[src/rtl/serial_xfer_ctrl.sv]
// serial_xfer_ctrl: sequences a multi-word transfer through an external word-serial engine.
//
// A transfer starts with in_start and in_len = 1..MAX_BYTES. The controller resets the engine
// for one cycle and then enables it. It presents words in_tx_data[out_tx_idx] and counts
// engine handshakes:
//   rising in_ser_next_word  -> one transmit word consumed (out_tx_idx advances)
//   falling in_ser_next_word -> one receive word complete (strobed on out_rx_*)
// When every word has been sent and received and the engine reports ready, out_done pulses.
// in_abort, or TIMEOUT clk cycles with no handshake, ends the transfer early. Both pulse
// out_ser_rst together with out_aborted or out_timeout.
//
// Ports
//   clk, rst            clock, asynchronous active-high reset
//   in_start, in_len    transfer request pulse and word count (sampled together)
//   in_abort            cancel request (ignored while idle)
//   out_busy            transfer in progress
//   out_tx_idx          index of the word the caller must drive on in_tx_data
//   in_tx_data          word at out_tx_idx (combinational from the caller)
//   out_rx_valid/idx/data  one-cycle received-word strobe, its index and data
//   out_done/aborted/timeout  one-cycle end-of-transfer pulses
//   out_ser_rst, out_ser_enable, out_ser_parallel  serial engine control and transmit word
//   in_ser_next_word, in_ser_ready, in_ser_parallel  serial engine handshake, idle, rx word
module serial_xfer_ctrl #(
  parameter int unsigned BITS      = 8,
  parameter int unsigned MAX_BYTES = 16,
  parameter int unsigned TIMEOUT   = 4096,
  localparam int unsigned CW       = $clog2(MAX_BYTES) + 1
) (
  input  logic            clk,
  input  logic            rst,
  input  logic            in_start,
  input  logic [CW-1:0]   in_len,
  input  logic            in_abort,
  output logic            out_busy,
  output logic [CW-1:0]   out_tx_idx,
  input  logic [BITS-1:0] in_tx_data,
  output logic            out_rx_valid,
  output logic [CW-1:0]   out_rx_idx,
  output logic [BITS-1:0] out_rx_data,
  output logic            out_done,
  output logic            out_aborted,
  output logic            out_timeout,
  output logic            out_ser_rst,
  output logic            out_ser_enable,
  output logic [BITS-1:0] out_ser_parallel,
  input  logic            in_ser_next_word,
  input  logic            in_ser_ready,
  input  logic [BITS-1:0] in_ser_parallel
);

  localparam int unsigned TimerW = $clog2(TIMEOUT) + 1;
  localparam logic [TimerW-1:0] TimerLast = TimerW'(TIMEOUT - 1);
  localparam logic [CW-1:0] MaxLen = CW'(MAX_BYTES);

  typedef enum logic [2:0] {
    StIdle,
    StSerRst,
    StXfer,
    StDrain,
    StDone
  } state_e;

  state_e            state_q, state_d;
  logic [CW-1:0]     len_q, len_d;
  logic [CW-1:0]     tx_ctr_q, tx_ctr_d;
  logic [CW-1:0]     rx_ctr_q, rx_ctr_d;
  logic [TimerW-1:0] timer_q, timer_d;
  logic              last_next_q;
  logic              rx_valid_q, rx_valid_d;
  logic [CW-1:0]     rx_idx_q, rx_idx_d;
  logic [BITS-1:0]   rx_data_q, rx_data_d;
  logic              done_q, done_d;
  logic              aborted_q, aborted_d;
  logic              timeout_q, timeout_d;
  logic              ser_rst_q, ser_rst_d;

  logic nw_rise, nw_fall, nw_event;
  logic active, len_ok, abort_hit, tmo_hit;
  logic [TimerW-1:0] timer_inc;

  assign nw_rise   = in_ser_next_word & ~last_next_q;
  assign nw_fall   = ~in_ser_next_word & last_next_q;
  assign nw_event  = nw_rise | nw_fall;
  assign active    = (state_q == StXfer) || (state_q == StDrain);
  assign len_ok    = (in_len != '0) && (in_len <= MaxLen);
  assign timer_inc = timer_q + TimerW'(1);
  assign abort_hit = in_abort && (state_q != StIdle);
  // The pulse is registered on the edge where the timer reaches TIMEOUT-1, so out_timeout
  // appears exactly TIMEOUT cycles after the last handshake. A handshake in the same cycle
  // proves the engine is alive and restarts the window instead.
  assign tmo_hit   = active && !nw_event && (timer_inc == TimerLast);

  always_comb begin
    state_d    = state_q;
    len_d      = len_q;
    tx_ctr_d   = tx_ctr_q;
    rx_ctr_d   = rx_ctr_q;
    timer_d    = timer_q;
    rx_valid_d = 1'b0;
    rx_idx_d   = rx_idx_q;
    rx_data_d  = rx_data_q;
    done_d     = 1'b0;
    aborted_d  = 1'b0;
    timeout_d  = 1'b0;
    ser_rst_d  = 1'b0;

    if (abort_hit) begin
      state_d   = StIdle;
      aborted_d = 1'b1;
      ser_rst_d = 1'b1;
    end else if (tmo_hit) begin
      state_d   = StIdle;
      timeout_d = 1'b1;
      ser_rst_d = 1'b1;
    end else begin
      unique case (state_q)
        StIdle: begin
          if (in_start && len_ok) begin
            len_d    = in_len;
            tx_ctr_d = '0;
            rx_ctr_d = '0;
            timer_d  = '0;
            state_d  = StSerRst;
          end
        end
        StSerRst: state_d = StXfer;
        StXfer: begin
          if (nw_rise) begin
            // The last word stays indexed; only the receive side still has work to do.
            if (tx_ctr_q + CW'(1) == len_q) begin
              state_d = StDrain;
            end else begin
              tx_ctr_d = tx_ctr_q + CW'(1);
            end
          end
        end
        StDrain: begin
          if ((rx_ctr_q == len_q) && in_ser_ready) begin
            state_d = StDone;
          end
        end
        StDone: begin
          done_d  = 1'b1;
          state_d = StIdle;
        end
        default: state_d = StIdle;
      endcase

      if (active) begin
        timer_d = nw_event ? '0 : timer_inc;
        // Falls beyond len are engine noise and produce no strobe.
        if (nw_fall && (rx_ctr_q < len_q)) begin
          rx_valid_d = 1'b1;
          rx_idx_d   = rx_ctr_q;
          rx_data_d  = in_ser_parallel;
          rx_ctr_d   = rx_ctr_q + CW'(1);
        end
      end
    end
  end

  always_ff @(posedge clk or posedge rst) begin
    if (rst) begin
      state_q     <= StIdle;
      len_q       <= '0;
      tx_ctr_q    <= '0;
      rx_ctr_q    <= '0;
      timer_q     <= '0;
      last_next_q <= 1'b0;
      rx_valid_q  <= 1'b0;
      rx_idx_q    <= '0;
      rx_data_q   <= '0;
      done_q      <= 1'b0;
      aborted_q   <= 1'b0;
      timeout_q   <= 1'b0;
      ser_rst_q   <= 1'b0;
    end else begin
      state_q     <= state_d;
      len_q       <= len_d;
      tx_ctr_q    <= tx_ctr_d;
      rx_ctr_q    <= rx_ctr_d;
      timer_q     <= timer_d;
      last_next_q <= in_ser_next_word;
      rx_valid_q  <= rx_valid_d;
      rx_idx_q    <= rx_idx_d;
      rx_data_q   <= rx_data_d;
      done_q      <= done_d;
      aborted_q   <= aborted_d;
      timeout_q   <= timeout_d;
      ser_rst_q   <= ser_rst_d;
    end
  end

  assign out_busy         = (state_q != StIdle);
  assign out_tx_idx       = tx_ctr_q;
  assign out_rx_valid     = rx_valid_q;
  assign out_rx_idx       = rx_idx_q;
  assign out_rx_data      = rx_data_q;
  assign out_done         = done_q;
  assign out_aborted      = aborted_q;
  assign out_timeout      = timeout_q;
  // Engine reset: the start-of-transfer cycle plus the abort/timeout pulse.
  assign out_ser_rst      = (state_q == StSerRst) | ser_rst_q;
  assign out_ser_enable   = (state_q == StXfer);
  assign out_ser_parallel = out_ser_enable ? in_tx_data : '0;

endmodule

[config.mk]
export PLATFORM = sky130hd
export DESIGN_NAME = serial_xfer_ctrl
export DESIGN_NICKNAME = d
export VERILOG_FILES = /design/src/rtl/serial_xfer_ctrl.sv
export SDC_FILE = /design/constraint.sdc
export NUM_CORES = 1
export LEC_CHECK = 0
export CAP_MARGIN = 20
export CORE_ASPECT_RATIO = 1.75
export CORE_UTILIZATION = 51
export CTS_CLUSTER_DIAMETER = 100
export DETAILED_ROUTE_END_ITERATION = 10
export PLACE_DENSITY_LB_ADDON = 0.1
export SETUP_SLACK_MARGIN = 0.02
export SYNTH_ARGS = -nofsm -noshare
export SYNTH_HDL_FRONTEND = slang
export SYNTH_SLANG_ARGS = --single-unit
export TNS_END_PERCENT = 1
[constraint.sdc]
create_clock -name clk -period 3.4 [get_ports clk]
set_input_delay 0.51 -clock clk [delete_from_list [all_inputs] [get_ports clk]]
set_output_delay 0.51 -clock clk [all_outputs]
set_load 0.1 [all_outputs]
[After elaboration in Yosys (flattened, before gate mapping)]
Index checks and enable logic that the tools add are counted.
Storage, ports and cells
  output and inout bits: 33
  input bits: 27
  memory bits (writable): 0
  ROM bits: 0
  flip-flop bits (word level): 50
  bits in latches: 0
  logic and storage cells: 92
  memories: 0
Cells by class
  add/subtract/negate cells: 3
  $lt $le $gt $ge: 2
  multipliers: 0
  equality and inequality tests: 14
  shift operators: 0
  muxes and demuxes: 31
  div/mod/pow operators: 0
  reduce and logical (&&, ||, !) cells: 21
  bitwise logic cells: 8
Operators by type and width (count)
  two-way mux 13 bit: 4
  two-way mux 5 bit: 7
  two-way mux 3 bit: 6
  AND reduction 4 bit: 4
  adder 13 x 1 -> 13 bit, second input constant: 1
  equality test 13 x 12 -> 1 bit, second input constant: 1
  case mux 3 bit (4 select lines): 1
  two-way mux 1 bit: 11
  adder 5 x 1 -> 5 bit, second input constant: 2
  equality test 5 bit: 2
  case mux 5 bit (2 select lines): 1
  two-way mux 8 bit: 1
  != test 4 x 1 -> 1 bit, second input constant: 2
  logical AND 1 bit: 7
  equality test 3 x 2 -> 1 bit, second input constant: 2
  AND reduction 6 bit: 1
  nonzero test 2 bit: 3
  <= comparator 5 bit, second input constant: 1
  < comparator 5 bit: 1
  nonzero test 5 bit: 1
  != test 2 bit, second input constant: 2
  != test 4 x 3 -> 1 bit, second input constant: 1
  != test 4 bit, second input constant: 1
  inverter 1 bit: 4
  other kinds (10): 12

[Logic depth before layout (Yosys ltp)]
Gate-level depths: netlist (run 1).
  word-level depth: 8
  gate-level depth with buffers: 10
  mapped depth without buffers: 9

[Worst setup path after synthesis (run 1)]
OpenSTA, ideal clock, no wires.
  path kind: flip-flop to output port
  start: register state_q[1]
  end: output port out_ser_parallel[0]
  arrival time: 2963 ps
  data required time: 2890 ps
  buffers on the path: 2
  slack: -73 ps
  stages on the path, launching flop included: 7
  cell sequence: dfrtp_1 -> clkbuf_1 -> nor2b_1 -> nand2b_1 -> inv_1 -> clkbuf_1 -> and2_1
On the way
  cells in the longest elaborated chain, start to end: 2
RTL lines
  start: declaration: RTL line 63  | state_e state_q, state_d;
  start signal: assignment: RTL line 164  | state_q <= StIdle;
  start signal: assignment: RTL line 178  | state_q <= state_d;
  equality test 3 x 2 -> 1 bit: RTL line 204  | assign out_ser_enable = (state_q == StXfer);
  via out_ser_enable: RTL line 44  | output logic out_ser_enable,
  two-way mux 8 bit: RTL line 205  | assign out_ser_parallel = out_ser_enable ? in_tx_data : '0;
  end: declaration: RTL line 45  | output logic [BITS-1:0] out_ser_parallel,
The timed path passes the listed nets, and every way through them passes these cells.

[Worst setup path in the final report (run 1)]
  start: register timer_q[2]
  end: register rx_idx_q[4], in the netlist out_rx_idx[4]
On the way
  cells in the longest elaborated chain, start to end: 5
RTL lines
  start: declaration: RTL line 67  | logic [TimerW-1:0] timer_q, timer_d;
  start signal: assignment: RTL line 182  | timer_q <= timer_d;
  adder 13 x 1 -> 13 bit: RTL line 86  | assign timer_inc = timer_q + TimerW'(1);
  equality test 13 x 12 -> 1 bit: RTL line 91  | assign tmo_hit = active && !nw_event && (timer_inc == TimerLast);
  logical AND 1 bit: RTL line 91
  inverter 1 bit (no source line)
  AND reduction 4 bit (no source line)
  end signal: assignment: RTL line 185  | rx_idx_q <= rx_idx_d;
  end: declaration: RTL line 70  | logic [CW-1:0] rx_idx_q, rx_idx_d;
Every way passes these cells.
A chain may end at the register's enable or synchronous reset.

==> results of run 1 <==
## power breakdown
group | internal (mW) | leakage (nW) | switching, mW
registers | 0.740 | 0.662 | 0.141
clock network | 0.145 | 0.0441 | 0.196
logic | 0.479 | 0.856 | 1.34
## cell type report
class	instances	area share [%]
clock buffer	5	1.93
clock inverter	3	0.598
inverter	16	1.69
tap	74	2.60
multi-input combinational	214	40.5
timing repair buffer	65	17.5
sequential	50	35.2
## worst paths after layout
kind	startpoint	to	slack, ps	cells past startpoint
setup / recovery	timer_q[2]	out_rx_idx[4]	520	8
hold / removal	out_rx_data[1]	out_rx_data[1]	500	1
hold reg to reg	out_rx_data[1]	out_rx_data[1]	500	1
max in group asynchronous	rst	state_q[1]	2340	3
setup reg to reg	timer_q[2]	out_rx_idx[4]	520	8
min in group asynchronous	rst	timer_q[3]	540	2
## routing by layer
metal	global-route usage (%)	routed length, um
met1	25.5	2420
met2	42.7	3390
met3	3.87	276
met4	12.8	240
met5	0	0
## kinds of logic after synthesis
group | Yosys count
DFF | 50
muxes | 15
buffers and inverters | 29
AOI/OAI and AO/OA | 71
xor gates and xnor gates | 9
and+or+nand+nor | 108
adders and majority gates | 11
## per-stage QoR
| step | hold slack [ps] | instance area (um2) | setup slack, ps |
|---|---|---|---|
| 3_5_place_dp | 481 | 3450 | 385 |
| 5_1_grt | 516 | 3560 | 383 |
| 2_1_floorplan | 436 | 2820 | 426 |
| 6_report | 496 | 3560 | 517 |
| 4_1_cts | 502 | 3540 | 555 |
| 3_3_place_gp | 472 | 3450 | 469 |
## synthesized netlist by cell type, types with 5 or more instances
cell type	instances	area, um2
a21o_1	5	37.5
a21oi_1	5	25.0
and2_1	17	106
clkbuf_1	7	26.3
dfrtp_1	50	1250
ha_1	11	138
inv_1	16	60.1
mux2_1	7	78.8
mux2_2	7	78.8
nand2_1	23	86.3
nand2b_1	8	50.1
nand3_1	12	60.1
nor2_1	15	56.3
nor3_1	7	35.0
nor4_1	5	31.3
o21ai_0	30	150
o31ai_1	12	90.1
xor2_1	5	43.8
## registers in the layout, indices dropped and copies added (netlist names)
signal and flops:
timer_q 13, out_rx_data 8, len_q 5, out_rx_idx 5
out_tx_idx 5, rx_ctr_q 5, state_q 3, last_next_q 1
out_aborted 1, out_done 1, out_rx_valid 1, out_timeout 1
ser_rst_q 1
==> impl_metrics.csv, run 1 <==
group,metric,value,unit
setup_path,buffers_inverters_on_critical_path,1,
finish,regArea,1250,um2
cts,resized_gates_after_cts,0,
global_route,grt_pass1_wl,10.4,mm
yosys,synth_xor_xnor_area_share,2.80,%
yosys,synthesis.instances,293,
sta,setup_viol_count_final,0,
yosys,synthFlopType,"dfrtp_1",
floorplanning,initial_cell_density_of_the_core,53.2,%
sta,maxSlewViolCount,0,
global_route,first_global_vias,2275,
min_path,worst_hold_path_type,"reg -> reg",
pwr,design_power_total,3.04,mW
setup_path,critical-path-max-stage-delay,560,ps
routing,first_pass_iters,7,
finish,diode_count,0,
sta,relSlewSlack,35.0,%
cts,clk_pin_slew,90,ps
yosys,synth_seq_cells,50,
routing,drc,0,
yosys,synthesis.yosys.warnings,0,
global_route,globalRouteOverflowTotal,0,
yosys,synth_cell_types,47,
setup_path,timing.critical_path.to_type,"flip-flop",
placed_design,dp_cells,418,
cts,cts_max_path_buffers,2,
sta,fin_worst_skew,4.13,ps
finish,finalNonFillerCells,427,
sta,timing.fmax,0.347,GHz
sta,post-route-period-util,84.8,%
setup_path,setup.worst_path.class,"reg -> reg",
setup_path,worstPathCellList,"nand3_2 -> or4_4 -> a2111oi_4 -> nand4bb_1 -> o21bai_2 -> nand2b_1 -> buf_4 -> mux2_2",
finish,layout.nets,390,
routing,routed_wire_length_per_instance,14.8,um
finish,most-common-layout-cells,"50 x dfrtp_1, 49 x clkdlybuf4s50_1, 30 x o21ai_0, 23 x nand2_1, 17 x and2_1",
yosys,synthSimpleGateAreaFrac,20.7,%
floorplanning,io_pins,60,
placed_design,placement.io_buffers,59,
setup_path,cp.required,3600,ps
finish,post_route_cells_drive_above_1_share,11.3,%
cts,cts_sink_cnt,50,
global_route,global_route.usage.total,23.7,%
routing,via_count,2400,
finish,multi_input_comb_area,1440,um2
yosys,yosys-mux-area-fraction,5.95,%
yosys,synth-seq-area-share,44.4,%
placed_design,dpl.hpwl,4.79,mm
cts,cts_inserted_buffers,5,
setup_path,crit_fanout,16,
cts,cts_post_setup_buffers_inserted,0,
finish,nFillCells,465,
floorplanning,fp.dieArea,5840,um2
cts,number_of_buffers_inserted_for_hold_repair_after_clock_tree_synthesis,0,
yosys,syn_nets,331,
floorplanning,fp_rows,35,
global_route,grt_max_degree,51,
routing,drt_iter0_drc,72,
cts,clk_latency,300,ps
yosys,synth_top_family_by_area,"simple AND/OR/NAND/NOR gates",
yosys,synth-edff-count,0,
placed_design,globalplace.congestion,0.929,
pwr,max-vdd-ir-drop,0.326,mV
yosys,post_synth_fa_ha_maj_area_fraction,4.89,%
setup_path,critPathSlowestCell,"or4_4",
yosys,syn-mean-instance-area,9.61,um2
routing,detail-route-antenna-nets,0,
finish,layout-area-overhead-vs-synth,26.3,%
global_route,grt_antenna_before_repair,0,
sta,grt_setup_unrepaired,"no",
finish,layout_commonest_cell,"dfrtp_1",
sta,timing_worst_slew_pin_value,972,ps
setup_path,worst_ep_arrival_time,3080,ps
floorplanning,core_box_area,5300,um2
cts,clock-root-buffer,"clkbuf_8",
pwr,power.density_cell_area,854,nW/um2
setup_path,top_family_by_delay_on_critical_path,"simple AND/OR/NAND/NOR gates",
yosys,syn_area,2820,um2
finish,final_core_utilization,67.1,%
sta,period_needed,2880,ps
yosys,synth_compound_gate_area_share,16.8,%
sta,timing_hold_violations_final,0,
yosys,synthArstFlopShare,100,%
cts,cts_htree_levels,2,
routing,wirelength,6.32,mm
pwr,power_leakage,1.56,nW
routing,vias_per_cell,5.62,
cts,clock_tree_from_tritoncts,"yes",
floorplanning,die_x,58.2,um
sta,totalNegativeSetupSlack,0,ps
outcome,outcome,"complete, no violations",
setup_path,crit_path_start_kind,"flip-flop",
floorplanning,die_h,100,um
flow_run,max-cap-violations,0,
Note: power is estimated with default switching activity, not from simulation.
==> run 2, diff against run 1 <==
==> constraint.sdc (replaced) <==
create_clock -name clk -period 3 [get_ports clk]
set_input_delay 0.45 -clock clk [delete_from_list [all_inputs] [get_ports clk]]
set_output_delay 0.45 -clock clk [all_outputs]
set_load 0.1 [all_outputs]
==> run 2 against run 1 <==
Critical path depth did not move; flip-flop and latch count did not move; sequential share of layout area barely moved; critical path type unchanged; cell count rose by 1.9%; first-iteration DRC count rose by 29%; count of clock-buffer cells in the layout did not move; clock power rose by 19%; power rose by 14%; critical endpoint is now out_rx_data[4]; register-to-register slack got worse by 250 ps; highest routed layer unchanged.
==> impl_metrics.csv, run 2 (synthesis gave the netlist of run 1 again) <==
group,metric,value,unit
cts,cts_htree_levels,2,
cts,clock_tree_from_tritoncts,"yes",
flow_run,max-cap-violations,0,
pwr,power.density_cell_area,974,nW/um2
pwr,power_leakage,1.64,nW
cts,number_of_buffers_inserted_for_hold_repair_after_clock_tree_synthesis,0,
floorplanning,initial_cell_density_of_the_core,53.2,%
global_route,grt_max_degree,51,
global_route,use_met3,4.25,%
cts,resized_gates_after_cts,0,
sta,period_needed,2730,ps
cts,clk_latency,310,ps
floorplanning,core_box_area,5300,um2
setup_path,setup.worst_path.start,"timer_q[4]",
setup_path,setup.worst_path.class,"reg -> reg",
sta,setup_viol_count_final,0,
floorplanning,fp.dieArea,5840,um2
finish,finish.instance_area,3560,um2
finish,layout-area-overhead-vs-synth,26.5,%
sta,grt_setup_unrepaired,"no",
finish,regArea,1250,um2
cts,cts_max_path_buffers,2,
cts,cts_sink_cnt,50,
global_route,met1_usage,24.3,%
routing,routed_wire_length_per_instance,15.3,um
floorplanning,die_h,100,um
global_route,grt_pass1_wl,10.9,mm
min_path,worstHoldStart,"out_rx_data[3]",
sta,post-route-period-util,91.0,%
global_route,grt_antenna_before_repair,0,
cts,cts_inserted_buffers,5,
cts,clock-root-buffer,"clkbuf_8",
global_route,global_route.usage.total,24.8,%
global_route,globalRouteMet2Util,46.8,%
routing,wirelength,6.66,mm
finish,final_core_utilization,67.2,%
sta,timing_hold_violations_final,0,
sta,relSlewSlack,57.9,%
sta,timing_worst_slew_pin_value,631,ps
floorplanning,io_pins,60,
finish,max_flop_register,"timer_q",
pwr,max-vdd-ir-drop,0.415,mV
global_route,busiest_layer,"met2",
finish,multi_input_comb_area,1440,um2
global_route,first_global_vias,2466,
setup_path,crit_path_start_kind,"flip-flop",
cts,cts_post_setup_buffers_inserted,0,
setup_path,timing.critical_path.to_type,"flip-flop",
placed_design,placement.io_buffers,59,
finish,layout_commonest_cell,"dfrtp_1",
sta,totalNegativeSetupSlack,0,ps
placed_design,placed_cell_area,3470,um2
sta,fin_worst_skew,8.73,ps
placed_design,dpl.hpwl,5.08,mm
outcome,outcome,"complete, no violations",
setup_path,cp.required,3200,ps
finish,layout.nets,398,
placed_design,place_ws,105,ps
finish,nFillCells,461,
routing,drt_iter0_drc,93,
routing,drc,0,
sta,final.hold.worst_slack,499,ps
routing,first_pass_iters,6,
finish,diode_count,0,
setup_path,worst_r2r_startpoint,"timer_q[4]",
floorplanning,die_x,58.2,um
setup_path,crit_fanout,16,
finish,post_route_cells_drive_above_1_share,19.7,%
finish,most-common-layout-cells,"50 x dfrtp_1, 46 x buf_4, 30 x o21ai_0, 26 x clkdlybuf4s50_1, 23 x nand2_1",
routing,vias_per_cell,5.62,
floorplanning,fp_rows,35,
sta,timing.fmax,0.366,GHz
routing,via_count,2444,
routing,detail-route-antenna-nets,0,
finish,largest_register_ff_count,13,
sta,maxSlewViolCount,0,
min_path,worst_hold_path_type,"reg -> reg",
cts,clk_pin_slew,100,ps
setup_path,worst_ep_arrival_time,2930,ps
global_route,globalRouteOverflowTotal,0,
placed_design,globalplace.congestion,0.998,
sta,post-route-worst-setup-slack,270,ps
## run 2: layout make-up
class	instances	area share (%)
Clock buffer	5	1.93
Tap cell	74	2.60
Inverter	16	1.69
Timing Repair Buffer	73	17.6
Multi-Input combinational cell	214	40.4
Clock inverter	3	0.667
Sequential cell	50	35.1
## run 2: worst paths after layout
path                                  end  slack (ps)  depth (start not counted)
max in group asynchronous       ser_rst_q        1950                          3
hold / removal             out_rx_data[3]         500                          1
hold reg to reg            out_rx_data[3]         500                          1
setup reg to reg           out_rx_data[4]         270                          8
min in group asynchronous      timer_q[3]         620                          3
setup / recovery           out_rx_data[4]         270                          8
## run 2: layer usage
metal	up-vias	share of wire, %
li1	1182	-
met1	1161	37
met2	80	54
met3	21	4.7
met4	0	4.9
met5	-	0
## run 2: power breakdown
| part | switching (mW) | internal, mW | total [mW] |
|---|---|---|---|
| logic | 1.53 | 0.538 | 2.07 |
| registers | 0.160 | 0.839 | 0.999 |
| clock network | 0.236 | 0.167 | 0.403 |
| total | 1.92 | 1.54 | 3.47 |
## run 2: stage by stage
step                      power, mW  instances
after floorplan                2.60        293
after global placement         3.06        427
after detailed placement       3.10        427
after CTS                      3.50        435
after global routing           3.65        435
final                          3.47        435
## run 2: critical path, stage by stage, from the launching register on
cell,delay [ps]
dfrtp_1,500
nand3_2,180
or4_4,530
a2111oi_4,390
nand4bb_1,200
o21bai_2,150
nand2b_1,160
buf_12,160
mux2_1,330
==> run 3, diff against run 2 <==
--- a/config.mk
+++ b/config.mk
@@ -6,10 +6,11 @@
 export NUM_CORES = 1
 export LEC_CHECK = 0
 export CAP_MARGIN = 20
-export CORE_ASPECT_RATIO = 1.75
+export CORE_ASPECT_RATIO = 0.7
 export CORE_UTILIZATION = 51
 export CTS_CLUSTER_DIAMETER = 100
 export DETAILED_ROUTE_END_ITERATION = 10
+export HOLD_SLACK_MARGIN = 0.05
 export PLACE_DENSITY_LB_ADDON = 0.1
 export SETUP_SLACK_MARGIN = 0.02
 export SYNTH_ARGS = -nofsm -noshare
==> run 3 against run 2 <==
Die area fell by 0.12%; count of clock-buffer cells in the layout increased by 2; clock skew down 5.6 ps; register-to-register slack about the same; global-route usage shrank 0.42 points; maximum frequency decreased by 0.25%; flip-flop and latch count unchanged; worst setup slack worse by 6.7 ps; sequential power about the same; power grew 1.6%; sequential share of layout area about the same; critical path type unchanged; highest routed layer unchanged.
==> impl_metrics.csv, run 3 (synthesis gave the netlist of run 1 again) <==
group,metric,value,unit
sta,timing.fmax,0.365,GHz
sta,fin_worst_skew,3.15,ps
floorplanning,core_box_area,5290,um2
finish,final_core_utilization,67.4,%
setup_path,reg2reg_to,"out_rx_idx[2]",
sta,grt_setup_unrepaired,"no",
sta,final.hold.worst_slack,493,ps
flow_run,max-cap-violations,0,
cts,cts_htree_levels,2,
floorplanning,fp.dieArea,5830,um2
pwr,power_leakage,1.64,nW
floorplanning,fp_rows,22,
cts,cts_sink_cnt,50,
sta,relSlewSlack,66.2,%
finish,max_flop_register,"timer_q",
setup_path,worst_r2r_startpoint,"timer_q[3]",
global_route,grt_antenna_before_repair,0,
setup_path,worst_r2r_path_depth,8,
cts,number_of_buffers_inserted_for_hold_repair_after_clock_tree_synthesis,0,
global_route,grt_pass1_wl,11.0,mm
min_path,worst_hold_path_type,"in -> async",
placed_design,place_ws,121,ps
placed_design,dpl.hpwl,5.12,mm
global_route,globalRouteOverflowTotal,0,
sta,maxSlewViolCount,0,
finish,layout-area-overhead-vs-synth,26.5,%
cts,cts_inserted_buffers,5,
routing,via_count,2420,
cts,cts_max_path_buffers,2,
routing,detail-route-antenna-nets,0,
floorplanning,initial_cell_density_of_the_core,53.3,%
global_route,global_route.usage.total,24.4,%
setup_path,reg2reg_setup_slack,260,ps
setup_path,timing.critical_path.to,"out_rx_idx[2]",
floorplanning,die_h,64.2,um
setup_path,setup.worst_path.class,"reg -> reg",
placed_design,placement.io_buffers,59,
setup_path,crit_fanout,16,
finish,layout_commonest_cell,"dfrtp_1",
finish,diode_count,0,
routing,routed_wire_length_per_instance,15.5,um
routing,first_pass_iters,4,
sta,post-route-worst-setup-slack,263,ps
cts,clock_tree_from_tritoncts,"yes",
finish,largest_register_ff_count,13,
floorplanning,io_pins,60,
finish,layout.nets,396,
cts,clk_pin_slew,90,ps
routing,drt_iter0_drc,202,
sta,setup_viol_count_final,0,
cts,clk_latency,300,ps
global_route,first_global_vias,2182,
outcome,outcome,"complete, no violations",
setup_path,setup.worst_path.start,"timer_q[3]",
pwr,max-vdd-ir-drop,0.952,mV
pwr,power.density_cell_area,989,nW/um2
routing,drc,0,
setup_path,worst_ep_arrival_time,2920,ps
routing,vias_per_cell,5.61,
setup_path,cp.required,3190,ps
setup_path,timing.critical_path.to_type,"flip-flop",
sta,timing_worst_slew_pin_value,506,ps
finish,finish.instance_area,3560,um2
sta,period_needed,2740,ps
sta,totalNegativeSetupSlack,0,ps
setup_path,crit_path_start_kind,"flip-flop",
placed_design,placed_cell_area,3450,um2
finish,post_route_cells_drive_above_1_share,19.5,%
placed_design,globalplace.congestion,0.913,
sta,post-route-period-util,91.2,%
routing,wirelength,6.69,mm
floorplanning,die_x,90.8,um
cts,clock-root-buffer,"clkbuf_8",
finish,most-common-layout-cells,"50 x dfrtp_1, 44 x buf_4, 30 x o21ai_0, 26 x clkdlybuf4s50_1, 23 x nand2_1",
global_route,grt_max_degree,26,
sta,timing_hold_violations_final,0,
[run 3: changes by cell type in the layout (fill, tap and decap cells not counted), sizes merged]
cell,change
buf,-2
clkbuf,+2
clkinvlp,-2
clkinv,+1
inv,-1
[run 3: critical path, cell delays in order (launching register included)]
cell and delay, ps:
dfrtp_1 490, nand3_2 210, or4_4 550, a2111oi_4 380
nand4bb_1 180, o21bai_2 150, nand2b_1 170, buf_12 160
mux2_2 340
[run 3: through the flow]
stage          power (mW)  std cells
4_1_cts              3.54        431
3_5_place_dp         3.10        423
3_3_place_gp         3.07        423
5_1_grt              3.71        431
6_report             3.52        431
2_1_floorplan        2.60        293
[run 3: how the worst min path moves through the flow]
stage / from / end / slack, ps / cells after the start
after floorplan: timer_q[12] / timer_q[12] / 440 / 1
after global routing: out_rx_data[2] / out_rx_data[2] / 520 / 1
final: rst / out_rx_idx[3] / 490 / 2
after global placement: timer_q[12] / timer_q[12] / 460 / 1
after CTS: rst / out_rx_data[7] / 500 / 2
after detailed placement: out_rx_data[2] / out_rx_data[2] / 480 / 1
[run 3: power by group]
| group | leakage [nW] | switching, mW | internal, mW |
|---|---|---|---|
| Clock | 0.0544 | 0.221 | 0.212 |
| Combinational | 0.925 | 1.55 | 0.543 |
| Sequential | 0.662 | 0.161 | 0.839 |
| Total | 1.64 | 1.93 | 1.59 |
[run 3: what timing repair did]
action,in CTS,in global routing
endpoints found under the hold margin,0,0
setup buffers,0,0
gates resized for setup,0,1
setup endpoints to repair,0,1
[run 3: layout make-up]
class | instances | area [um2]
clock buffers | 7 | 96.3
clock inverters | 1 | 8.76
fillers | 434 | 1720
inverters | 16 | 60.1
multi-input cells | 214 | 1450
flip-flops and latches | 50 | 1250
well taps | 72 | 90.1
repair buffers | 71 | 611
[run 3: per-layer routing]
layer	global-route usage, %	wire, um	up-vias
met2	33.8	2720	74
met5	0	0	-
met1	38.7	3520	1164
met4	4.37	36	0
met3	5.48	414	4
li1	-	-	1178
